--- src/rtl/uart_receive.sv ---
// 8N1 UART receiver: oversamples the asynchronous RX line, frames characters
// and emits each good byte as a one-cycle valid pulse (stop-bit errors pulse urx_frame_err).
module uart_receive #(
    parameter int CLOCK_FREQUENCY = 100_000_000,
    parameter int BAUD_RATE       = 115200
) (
    input  logic       clk_in,
    input  logic       rst_in,
    input  logic       rx_wire_in,
    output logic [7:0] urx_brx_data,
    output logic       urx_brx_valid,
    output logic       urx_frame_err
);

    localparam int BAUD_BIT_PERIOD = CLOCK_FREQUENCY / BAUD_RATE;
    localparam int HALF_PERIOD     = BAUD_BIT_PERIOD / 2;
    localparam int CW              = $clog2(BAUD_BIT_PERIOD);
    localparam logic [CW-1:0] BIT_LAST  = CW'(BAUD_BIT_PERIOD - 1);
    localparam logic [CW-1:0] HALF_LAST = CW'(HALF_PERIOD - 1);

    generate
        if (BAUD_BIT_PERIOD < 4) begin : g_bad_rate
            $error("uart_receive: BAUD_BIT_PERIOD must be at least 4");
        end
    endgenerate

    typedef enum logic [1:0] {
        IDLE  = 2'd0,
        START = 2'd1,
        DATA  = 2'd2,
        STOP  = 2'd3
    } state_t;

    state_t          state;
    state_t          state_next;
    logic            rx_meta;
    logic            rx_sync;
    logic [CW-1:0]   baud_count;
    logic [2:0]      bit_idx;
    logic [7:0]      shift_reg;

    logic            count_clr;
    logic            bit_clr;
    logic            bit_shift;
    logic            byte_done;
    logic            stop_bad;

    // Two-flop synchronizer; resets to the idle (high) line level.
    always_ff @(posedge clk_in or posedge rst_in) begin
        if (rst_in) begin
            rx_meta <= 1'b1;
            rx_sync <= 1'b1;
        end else begin
            rx_meta <= rx_wire_in;
            rx_sync <= rx_meta;
        end
    end

    always_ff @(posedge clk_in or posedge rst_in) begin
        if (rst_in) begin
            state <= IDLE;
        end else begin
            state <= state_next;
        end
    end

    // Sampling points: start bit at its middle, data/stop bits one full period apart.
    always_comb begin
        state_next = state;
        count_clr  = 1'b0;
        bit_clr    = 1'b0;
        bit_shift  = 1'b0;
        byte_done  = 1'b0;
        stop_bad   = 1'b0;
        case (state)
            IDLE: begin
                if (!rx_sync) begin
                    state_next = START;
                    count_clr  = 1'b1;
                end
            end
            START: begin
                if (baud_count == HALF_LAST) begin
                    count_clr = 1'b1;
                    if (rx_sync) begin
                        state_next = IDLE;
                    end else begin
                        state_next = DATA;
                        bit_clr    = 1'b1;
                    end
                end
            end
            DATA: begin
                if (baud_count == BIT_LAST) begin
                    count_clr = 1'b1;
                    bit_shift = 1'b1;
                    if (bit_idx == 3'd7) begin
                        state_next = STOP;
                    end
                end
            end
            STOP: begin
                if (baud_count == BIT_LAST) begin
                    state_next = IDLE;
                    if (rx_sync) begin
                        byte_done = 1'b1;
                    end else begin
                        stop_bad = 1'b1;
                    end
                end
            end
            default: state_next = IDLE;
        endcase
    end

    always_ff @(posedge clk_in or posedge rst_in) begin
        if (rst_in) begin
            baud_count <= '0;
            bit_idx    <= 3'd0;
            shift_reg  <= 8'h00;
        end else begin
            if (count_clr) begin
                baud_count <= '0;
            end else if (state != IDLE) begin
                baud_count <= baud_count + 1'b1;
            end
            if (bit_clr) begin
                bit_idx <= 3'd0;
            end else if (bit_shift) begin
                shift_reg[bit_idx] <= rx_sync;
                bit_idx            <= bit_idx + 3'd1;
            end
        end
    end

    // Valid-only output: no ready, the consumer must take the byte in the pulse cycle.
    always_ff @(posedge clk_in or posedge rst_in) begin
        if (rst_in) begin
            urx_brx_data  <= 8'h00;
            urx_brx_valid <= 1'b0;
            urx_frame_err <= 1'b0;
        end else begin
            urx_brx_valid <= byte_done;
            urx_frame_err <= stop_bad;
            if (byte_done) begin
                urx_brx_data <= shift_reg;
            end
        end
    end

endmodule

--- config.mk ---
export PLATFORM = sky130hd
export DESIGN_NAME = uart_receive
export DESIGN_NICKNAME = d
export VERILOG_FILES = /design/src/rtl/uart_receive.sv
export SDC_FILE = /design/constraint.sdc
export NUM_CORES = 1
export LEC_CHECK = 0
export CORE_ASPECT_RATIO = 0.5
export CORE_MARGIN = 8
export CORE_UTILIZATION = 39
export DETAILED_ROUTE_END_ITERATION = 12
export GPL_ROUTABILITY_DRIVEN = 0
export PLACE_DENSITY = 0.68
export SYNTH_ARGS = -nofsm -noshare
export SYNTH_HDL_FRONTEND = slang
export SYNTH_SLANG_ARGS = --single-unit
export TNS_END_PERCENT = 1
--- constraint.sdc ---
create_clock -name clk_in -period 2.4 [get_ports clk_in]
set_input_delay 0.6 -clock clk_in [delete_from_list [all_inputs] [get_ports clk_in]]
set_output_delay 0.6 -clock clk_in [all_outputs]
set_load 0.03 [all_outputs]
==> results_dict.tcl <==
set metrics [dict create \
    status "complete, no violations" \
    drv_slew 0 \
    path_cells "clkdlybuf4s50_1" \
    drt_drc_violations_left 0 \
    rsz0062_at_grt "no" \
    drive_gt1_share_pct 20.13 \
    largest_reg_flops 10 \
    worst_clock_skew_ns 0.007729 \
    detail-route-antenna-nets 0 \
    pre_cts_slack_ns 0.5252 \
    cts_tree "built" \
    cp_slowest_cell "clkdlybuf4s50_1" \
    die_x_um 109.4 \
    num_vias 1105 \
    synth_common_cells "33 x dfrtp_1, 14 x nor2_1, 8 x mux2_4" \
    clk_pin_slew_ns 0.08 \
    seq_area_um2 878.3 \
    post_cts_resized 0 \
    finalWirelength_um 3028 \
    coreArea_um2 4297 \
    finalSetupViolCount 0 \
    syn-num-nets 144 \
    final_period_minus_worst_setup_slack_ns 1.957 \
    portBuffers 12 \
    track_usage_pct 10.02 \
    diodes 0 \
    cp_num_buf_inv 1 \
    synth_ff_type "dfrtp_1" \
    multiInputGateArea_um2 768.2 \
    cts-root-buf "clkbuf_8" \
    whs_path_depth 0 \
    ys_ff_latch 35 \
    seq_area_frac_synth_pct 51.66 \
    clk_latency_ns 0.29 \
    r2r_cells 4 \
    synth_edf_count 0 \
    p_per_area_nw_per_um2 574.2 \
    cp_data_arrival_time_ns 1.36 \
    yosysTopAreaCell "dfrtp_1" \
    mappedNetlistArea_um2 1700 \
    hp-class "flop to flop" \
    critPathMaxStageDelay_ns 0.69 \
    wl_per_cell_um 14.35 \
    tightest_slew_ns 0.5961 \
    postCtsSetupBuffers 0 \
    dieArea_um2 6857 \
    path_depth 1 \
    timing.fmax_mhz 511.0 \
    pin_count 13 \
    yosys-top-cells-area "dfrtp_1 49%, mux2_4 7.1%, mux2_2 3.3%" \
    synth.distinct_cells 39 \
    max_cap_violations 0 \
    first_pass_iters 4 \
    antenna_found_initial 0 \
    rows 17 \
    cts_buffer_depth 2 \
    end_kind "output pin" \
    yosysMostFrequentCell "dfrtp_1" \
    holdWs_ns 0.3591 \
    fillers 386 \
    initial_core_util_pct 39.57 \
    layout.nets 160 \
    grt_max_degree 16 \
    syn2layout_area_growth_pct 16.48 \
    cp_max_fo 2 \
    ir_drop_mv 0.2494 \
    fin_setup_tns_ns 0 \
    syn_avg_cell_area_um2 12.41 \
    power_leakage_nw 0.8947 \
    netlist_instances 137 \
    numCtsBuffers 5 \
    cp.required_ns 1.80 \
    vias_per_cell 5.237 \
    grt_first_pass_wirelength_um 5499 \
    synth_top_area_share_pct 48.57 \
    finalCritPeriodShare_pct 81.53 \
    setup_ws_ns 0.4432 \
    drt_iter0_drc 34 \
    slew_headroom_pct 60.18 \
    fp.dieH_um 62.69 \
    place_hpwl_um 2040 \
    cts.sinks 35 \
    power_mw 1.137 \
    overflow 0 \
    finalHoldViolCount 0 \
    htreeDepth 2 \
    critPathLaunchType "flop" \
    worst_path_dominant_cell_family "buffers and inverters" \
    hold_buffers 0 \
    finish.utilization_pct 46.10 \
    async_flop_share_pct 100.0 \
    grt_pass1_vias 1165 \
    path_class "flop to output pin" \
    ys_warn_count 0 \
]
==> placed cells by master, fill, tap and decap left out, types with 2 or more instances in the layout <==
| master | count |
|---|---|
| a22o_1 | 2 |
| mux2_2 | 5 |
| xor2_1 | 4 |
| buf_4 | 3 |
| xnor2_1 | 4 |
| inv_1 | 2 |
| nor2b_1 | 4 |
| nand4_1 | 3 |
| nor2_1 | 14 |
| clkbuf_8 | 5 |
| ha_1 | 4 |
| mux2_1 | 4 |
| a31oi_1 | 2 |
| a41oi_1 | 3 |
| nand2_1 | 4 |
| nand3b_1 | 2 |
| dfstp_2 | 2 |
| nand3_1 | 5 |
| o21ai_0 | 3 |
| clkdlybuf4s50_1 | 12 |
| nand4b_1 | 4 |
| dfrtp_1 | 33 |
| nor3_1 | 2 |
| mux2_4 | 8 |
| and4_4 | 2 |
| and3_1 | 2 |
==> worst paths after layout <==
path	slack, ns	start	end
min in group asynchronous	0.64	rst_in	bit_idx[0]
hold reg to reg	0.36	rx_meta	rx_sync
hold / removal	0.36	rx_meta	rx_sync
max in group asynchronous	1.13	rst_in	rx_sync
setup / recovery	0.44	urx_brx_data[0]	urx_brx_data[0]
setup reg to reg	0.51	baud_count[2]	urx_brx_data[2]
==> per-layer routing <==
layer	wire length (um)	track usage [%]	up-vias	part of all wire, %
met2	1469	15.62	22	49
li1	-	-	528	-
met3	139	3.395	7	4.6
met1	1361	11.92	548	45
met5	0	0	-	0
met4	57	5.175	0	1.9
==> final cells by class <==
cell class	count	area share (%)
flip-flops and latches	35	44.35
multi-input cells	94	38.79
repair buffers	15	7.202
well taps	57	3.601
clock buffers	5	3.474
clock inverters	3	2.211
inverters	2	0.3790
==> power by group <==
part | leakage [nW] | switching [mW] | internal [mW] | total (mW)
Sequential | 0.467 | 0.00351 | 0.593 | 0.596
Clock | 0.0581 | 0.214 | 0.309 | 0.523
Combinational | 0.369 | 0.0126 | 0.00581 | 0.0184
Total | 0.895 | 0.230 | 0.907 | 1.14
==> metrics by stage <==
step | instances | area [um^2]
floorplan | 137 | 1700
global placement | 203 | 1868
detailed placement | 203 | 1868
CTS | 211 | 1981
global route | 211 | 1981
finish | 211 | 1981
==> logic make-up after synthesis <==
kind of cell             count (synthesis)  synth area share (%)
AND/OR/NAND/NOR                         50                 18.47
flip-flops                              35                 51.66
multiplexers                            17                 13.02
AO/OA/AOI/OAI                           15                 6.623
XOR/XNOR                                 8                 4.120
buffers and inverters                    8                 3.164
adder cells (fa/ha/maj)                  4                 2.943
Power figures use the tool's default switching activity.
